### config.mk
export PLATFORM = sky130hd
export DESIGN_NAME = frame_write_sched_flat
export DESIGN_NICKNAME = d
export VERILOG_FILES = /design/src/rtl/frame_write_sched_if.sv /design/src/rtl/frame_write_sched.sv /design/src/flat_wrapper.sv
export SDC_FILE = /design/constraint.sdc
export NUM_CORES = 1
export LEC_CHECK = 0
export ABC_AREA = 1
export BUFFER_PORTS_ARGS = -buffer_cell sky130_fd_sc_hd__buf_2
export CAP_MARGIN = 20
export CORE_ASPECT_RATIO = 1.5
export CORE_MARGIN = 5
export CORE_UTILIZATION = 55
export DETAILED_ROUTE_END_ITERATION = 8
export HOLD_SLACK_MARGIN = 0.12
export PLACE_DENSITY_LB_ADDON = 0.1
export SYNTH_ARGS = -nofsm -noshare
export SYNTH_HDL_FRONTEND = slang
export SYNTH_SLANG_ARGS = --single-unit
### constraint.sdc
create_clock -name clk -period 3.8 [get_ports clk]
set_clock_uncertainty 0.05 [all_clocks]
set_input_delay 0.19 -clock clk [delete_from_list [all_inputs] [get_ports clk]]
set_output_delay 0.19 -clock clk [all_outputs]
set_load 0.01 [all_outputs]
### src/rtl/frame_write_sched_if.sv
// Command, clear and frame-buffer write signals of the text-frame write scheduler.
// The requester side (master) drives commands and the scheduler (slave) drives the frame write port.
interface frame_write_sched_if;
    logic       clear_req;
    logic       clear_busy;

    logic       req0_valid;
    logic       req0_ready;
    logic [5:0] req0_x;
    logic [5:0] req0_y;
    logic [4:0] req0_char;
    logic [5:0] req0_len;

    logic       req1_valid;
    logic       req1_ready;
    logic [5:0] req1_x;
    logic [5:0] req1_y;
    logic [4:0] req1_char;
    logic [5:0] req1_len;

    logic [5:0] fb_x;
    logic [5:0] fb_y;
    logic [4:0] fb_char;
    logic       fb_we;
    logic       err;

    modport master (
        output clear_req,
        input  clear_busy,
        output req0_valid, req0_x, req0_y, req0_char, req0_len,
        input  req0_ready,
        output req1_valid, req1_x, req1_y, req1_char, req1_len,
        input  req1_ready,
        input  fb_x, fb_y, fb_char, fb_we, err
    );

    modport slave (
        input  clear_req,
        output clear_busy,
        input  req0_valid, req0_x, req0_y, req0_char, req0_len,
        output req0_ready,
        input  req1_valid, req1_x, req1_y, req1_char, req1_len,
        output req1_ready,
        output fb_x, fb_y, fb_char, fb_we, err
    );
endinterface

### src/rtl/frame_write_sched.sv
// Arbitrates two run-length character writers and a full-screen clear sweep
// onto the single registered write port of the 40x30 text frame.
module frame_write_sched #(
    parameter int         COLS       = 40,
    parameter int         ROWS       = 30,
    parameter logic [4:0] CLEAR_CHAR = 5'd0
) (
    input  logic                 clk,
    input  logic                 reset_n,
    frame_write_sched_if.slave   bus
);
    localparam logic [5:0] COLS_W = 6'(COLS);
    localparam logic [5:0] ROWS_W = 6'(ROWS);
    localparam logic [5:0] LAST_X = 6'(COLS - 1);
    localparam logic [5:0] LAST_Y = 6'(ROWS - 1);

    typedef enum logic [1:0] {IDLE, RUN, CLEAR} state_t;

    state_t     state;
    logic       rr;
    logic       clear_pending;
    logic [5:0] remaining;

    logic       grant0;
    logic       grant1;
    logic       accept;
    logic       cmd_bad;
    logic [5:0] cmd_x;
    logic [5:0] cmd_y;
    logic [5:0] cmd_len;
    logic [4:0] cmd_char;
    logic       row_end;
    logic       last_cell;
    logic [5:0] next_x;
    logic [5:0] next_y;

    // A pending clear blocks both requesters; otherwise rr breaks ties.
    always_comb begin
        grant0 = 1'b0;
        grant1 = 1'b0;
        if (state == IDLE && !clear_pending) begin
            if (bus.req0_valid && (!bus.req1_valid || !rr)) begin
                grant0 = 1'b1;
            end else if (bus.req1_valid) begin
                grant1 = 1'b1;
            end
        end
    end

    assign bus.req0_ready = grant0;
    assign bus.req1_ready = grant1;
    assign bus.clear_busy = clear_pending | (state == CLEAR);

    assign accept   = grant0 | grant1;
    assign cmd_x    = grant1 ? bus.req1_x    : bus.req0_x;
    assign cmd_y    = grant1 ? bus.req1_y    : bus.req0_y;
    assign cmd_char = grant1 ? bus.req1_char : bus.req0_char;
    assign cmd_len  = grant1 ? bus.req1_len  : bus.req0_len;
    assign cmd_bad  = (cmd_x >= COLS_W) || (cmd_y >= ROWS_W) || (cmd_len == 6'd0);

    assign row_end   = (bus.fb_x == LAST_X);
    assign last_cell = row_end && (bus.fb_y == LAST_Y);
    assign next_x    = row_end ? 6'd0 : bus.fb_x + 6'd1;
    assign next_y    = row_end ? bus.fb_y + 6'd1 : bus.fb_y;

    always_ff @(posedge clk or negedge reset_n) begin
        if (!reset_n) begin
            state         <= IDLE;
            rr            <= 1'b0;
            clear_pending <= 1'b0;
            remaining     <= 6'd0;
            bus.fb_x      <= 6'd0;
            bus.fb_y      <= 6'd0;
            bus.fb_char   <= 5'd0;
            bus.fb_we     <= 1'b0;
            bus.err       <= 1'b0;
        end else begin
            bus.err <= 1'b0;
            if (bus.clear_req && state != CLEAR) begin
                clear_pending <= 1'b1;
            end
            case (state)
                IDLE: begin
                    // Entering CLEAR already drives the first cell of the sweep.
                    if (clear_pending) begin
                        clear_pending <= 1'b0;
                        state         <= CLEAR;
                        bus.fb_x      <= 6'd0;
                        bus.fb_y      <= 6'd0;
                        bus.fb_char   <= CLEAR_CHAR;
                        bus.fb_we     <= 1'b1;
                    end else if (accept) begin
                        rr <= grant0;
                        if (cmd_bad) begin
                            bus.err <= 1'b1;
                        end else begin
                            bus.fb_x    <= cmd_x;
                            bus.fb_y    <= cmd_y;
                            bus.fb_char <= cmd_char;
                            bus.fb_we   <= 1'b1;
                            remaining   <= cmd_len - 6'd1;
                            state       <= RUN;
                        end
                    end
                end
                RUN: begin
                    if (remaining == 6'd0) begin
                        bus.fb_we <= 1'b0;
                        state     <= IDLE;
                    end else if (last_cell) begin
                        bus.fb_we <= 1'b0;
                        bus.err   <= 1'b1;
                        state     <= IDLE;
                    end else begin
                        bus.fb_x  <= next_x;
                        bus.fb_y  <= next_y;
                        remaining <= remaining - 6'd1;
                    end
                end
                CLEAR: begin
                    if (last_cell) begin
                        bus.fb_we <= 1'b0;
                        state     <= IDLE;
                    end else begin
                        bus.fb_x <= next_x;
                        bus.fb_y <= next_y;
                    end
                end
                default: begin
                    bus.fb_we <= 1'b0;
                    state     <= IDLE;
                end
            endcase
        end
    end
endmodule

### src/flat_wrapper.sv
// flat-port wrapper written by rule: the top's interface ports become plain ports
module frame_write_sched_flat 
#(
    parameter int         COLS       = 40,
    parameter int         ROWS       = 30,
    parameter logic [4:0] CLEAR_CHAR = 5'd0
)
  (clk, reset_n, bus_clear_req, bus_clear_busy, bus_req0_valid, bus_req0_x, bus_req0_y, bus_req0_char, bus_req0_len, bus_req0_ready, bus_req1_valid, bus_req1_x, bus_req1_y, bus_req1_char, bus_req1_len, bus_req1_ready, bus_fb_x, bus_fb_y, bus_fb_char, bus_fb_we, bus_err);
  frame_write_sched_if bus_i ();
  input  logic clk;
  input  logic reset_n;
  input wire logic [$bits(bus_i.clear_req)-1:0] bus_clear_req;
  output wire logic [$bits(bus_i.clear_busy)-1:0] bus_clear_busy;
  input wire logic [$bits(bus_i.req0_valid)-1:0] bus_req0_valid;
  input wire logic [$bits(bus_i.req0_x)-1:0] bus_req0_x;
  input wire logic [$bits(bus_i.req0_y)-1:0] bus_req0_y;
  input wire logic [$bits(bus_i.req0_char)-1:0] bus_req0_char;
  input wire logic [$bits(bus_i.req0_len)-1:0] bus_req0_len;
  output wire logic [$bits(bus_i.req0_ready)-1:0] bus_req0_ready;
  input wire logic [$bits(bus_i.req1_valid)-1:0] bus_req1_valid;
  input wire logic [$bits(bus_i.req1_x)-1:0] bus_req1_x;
  input wire logic [$bits(bus_i.req1_y)-1:0] bus_req1_y;
  input wire logic [$bits(bus_i.req1_char)-1:0] bus_req1_char;
  input wire logic [$bits(bus_i.req1_len)-1:0] bus_req1_len;
  output wire logic [$bits(bus_i.req1_ready)-1:0] bus_req1_ready;
  output wire logic [$bits(bus_i.fb_x)-1:0] bus_fb_x;
  output wire logic [$bits(bus_i.fb_y)-1:0] bus_fb_y;
  output wire logic [$bits(bus_i.fb_char)-1:0] bus_fb_char;
  output wire logic [$bits(bus_i.fb_we)-1:0] bus_fb_we;
  output wire logic [$bits(bus_i.err)-1:0] bus_err;
  assign bus_i.clear_req = bus_clear_req;
  assign bus_clear_busy = bus_i.clear_busy;
  assign bus_i.req0_valid = bus_req0_valid;
  assign bus_i.req0_x = bus_req0_x;
  assign bus_i.req0_y = bus_req0_y;
  assign bus_i.req0_char = bus_req0_char;
  assign bus_i.req0_len = bus_req0_len;
  assign bus_req0_ready = bus_i.req0_ready;
  assign bus_i.req1_valid = bus_req1_valid;
  assign bus_i.req1_x = bus_req1_x;
  assign bus_i.req1_y = bus_req1_y;
  assign bus_i.req1_char = bus_req1_char;
  assign bus_i.req1_len = bus_req1_len;
  assign bus_req1_ready = bus_i.req1_ready;
  assign bus_fb_x = bus_i.fb_x;
  assign bus_fb_y = bus_i.fb_y;
  assign bus_fb_char = bus_i.fb_char;
  assign bus_fb_we = bus_i.fb_we;
  assign bus_err = bus_i.err;
  frame_write_sched #(.COLS(COLS), .ROWS(ROWS), .CLEAR_CHAR(CLEAR_CHAR)) u_core (.clk(clk), .reset_n(reset_n), .bus(bus_i));
endmodule
==> impl_metrics.ini <==
[outcome]
status = completed

[cells_and_area]
layout_commonest_cell = nand2_1
final_cell_mix = nand2_1, buf_2, nor2_1, nand3_1, dfrtp_1
drive_gt1_share_pct = 22.7
syn2layout_area_growth_pct = 22.3
multi_input_area_um2 = 1300
antennaDiodeCount = 0
final_cells = 446
seq_area_um2 = 726
num-nets-final = 459
nFillCells = 387

[clock_tree]
tritoncts = yes
clock_latency_ps = 280
cts_buffer_depth = 2
cts_resized = 0
clk_pin_slew_ps = 60
htree_levels = 2
numClockSinks = 29
cts_root_buf = clkbuf_8
cts_buffers = 5

[placed_design]
hpwl_mm = 4.87
dp_cells = 436
routabilityCongestion = 0.892
portBuffers = 72

[hold_path]
hold_class = in2reg
min_path_cells = 3

[detailed_routing]
num_vias = 2424
drt_drc_violations_left = 0
antenna_left = 0
routedWlPerCell_um = 14.0
first_pass_iters = 4
drt-total-wl_mm = 6.24
vias_per_cell = 5.43
drt_iter0_drc = 147

[critical_path]
reg2reg_depth = 15
path_class = reg2reg
crit_fanout = 23
crit_arrival_ps = 2910
cp-end-kind = flop
crit_required_ps = 3920
startpoint_type = flop

[power]
p_leak_nw = 1.47
power_density_nw_per_um2 = 249
irDropWorstVdd_mv = 0.246
finalPower_mw = 0.670

[synthesis]
syn_inst = 327
netlist_area_um2 = 2200
synthFlopType = dfrtp_1
yosys_warnings = 0
seq_area_frac_synth_pct = 33.0
synth_edf_count = 0
synth_nets = 386
synth_cell_types = 38
synth_async_sr_flop_share_pct = 100
synth_area_per_cell_um2 = 6.72
ys_seq_elements = 29

[floorplanning]
start_util_pct = 56.0
die_h_um = 87.4
die_x_um = 61.6
dieArea_um2 = 5380
rows = 28
core_region_area_um2 = 3920
io_pins = 73

[timing]
setup_viol = 0
min_period_over_period_pct = 73.4
min_period_ps = 2790
slew_viol_final = 0
hold_viol_final = 0
max_slew_margin_pct = 54.7
worst_pin_slew_ps = 679
max_freq_mhz = 358
fin_tns_setup_ps = 0
rsz0062_at_grt = no

[grt]
grt_max_degree = 30
grt_antenna_before_repair = 0
grt_overflow = 0
grt_pass1_wl_mm = 10.1
grt_pass1_vias = 2361
grt_usage_pct = 24.8

[run]
maxCapViolCount = 0
-- flip-flops by register name, indices dropped and copies added (netlist names) --
signal and cells:
u_core.state 2, u_core.bus.fb_we 1, u_core.bus.fb_x 6, u_core.remaining 6, u_core.clear_pending 1, u_core.rr 1, u_core.bus.err 1, u_core.bus.fb_y 6
u_core.bus.fb_char 5
-- logic make-up after synthesis --
logic type | count (synthesis) | synth area share, %
simple gates | 199 | 39.9
compound gates | 44 | 11.7
buf+inv | 39 | 7.63
flops | 29 | 33.0
xor+xnor | 8 | 3.19
fa+ha+maj | 8 | 4.56
-- through the flow --
step | hold WS (ps) | setup WS [ps] | cell area (µm²) | util [%]
after floorplan | -156 | 1560 | 2200 | -
final | 172 | 1010 | 2690 | 68.5
after global placement | 203 | 1100 | 2570 | 65.4
after CTS | 170 | 982 | 2690 | 68.5
after global routing | 200 | 692 | 2690 | 68.5
after detailed placement | 214 | 993 | 2570 | 65.4
-- power by group --
group	switching, mW	leakage, nW	internal [mW]
combinational	0.0372	1.05	0.0334
clock	0.123	0.0542	0.163
sequential	0.00143	0.366	0.312
-- critical path, cell delays in order (launching register included) --
cell     delay, ps
dfrtp_1        400
inv_1          110
ha_1           230
inv_2           90
nor2_8         140
nand3_2        100
buf_4          240
or2_1          250
o21ai_1        110
nand2_1         90
nor2_2         110
nand3_2        170
nand2_4        200
nand3_1        210
nand2_1        130
nand2_1         60
-- area by class of cell --
type	instances	area share, %
Multi-Input combinational cell	259	48.5
Sequential cell	29	27.0
Timing Repair Buffer	75	14.4
Inverter	30	4.19
Clock buffer	7	3.58
Tap cell	45	2.09
Clock inverter	1	0.186
-- synthesized netlist by cell type (2+ instances only) --
cell type  count  area [µm²]
nor3_1         2        10.0
dfrtp_1       29         726
nand3_2        2        20.0
o22ai_1        2        12.5
inv_1         27         101
ha_1           8         100
nand4_1       13        81.3
a21oi_1        9        45.0
o21ai_0       17        85.1
clkbuf_1       3        11.3
nor2_1        37         139
inv_2          2        7.51
o21ai_1        5        25.0
nand2_1      106         398
nand3_1       31         155
xor2_1         3        26.3
buf_2          2        10.0
buf_6          2        22.5
nand2_2        2        12.5
o32ai_1        3        26.3
xnor2_1        5        43.8
-- worst paths after layout --
check                                                  from                           endpoint  slack (ps)
min in group asynchronous                           reset_n           u_core.bus.err$_DFF_PN0_         430
worst max register to register  u_core.state[0]$_DFFE_PN0P_     u_core.bus.fb_x[2]$_DFFE_PN0P_        1010
worst max-delay path            u_core.state[0]$_DFFE_PN0P_     u_core.bus.fb_x[2]$_DFFE_PN0P_        1010
worst min-delay path                       bus_req1_char[3]  u_core.bus.fb_char[3]$_DFFE_PN0P_         170
max in group asynchronous                           reset_n     u_core.bus.fb_x[3]$_DFFE_PN0P_        2830
worst min register to register        u_core.rr$_DFFE_PN0P_              u_core.rr$_DFFE_PN0P_         440
-- routing by layer --
layer,up-vias,track usage (%),wire length [µm]
li1,1223,-,-
met1,1091,26.6,2350
met2,94,45.9,3360
met3,16,4.01,394
met4,0,9.65,140
met5,-,0,0
-- what timing repair did --
action,CTS,global route
hold buffers,2,0
setup buffers,0,0
endpoints found under the hold margin,30,0
Note: power is estimated with default switching activity, not from simulation.
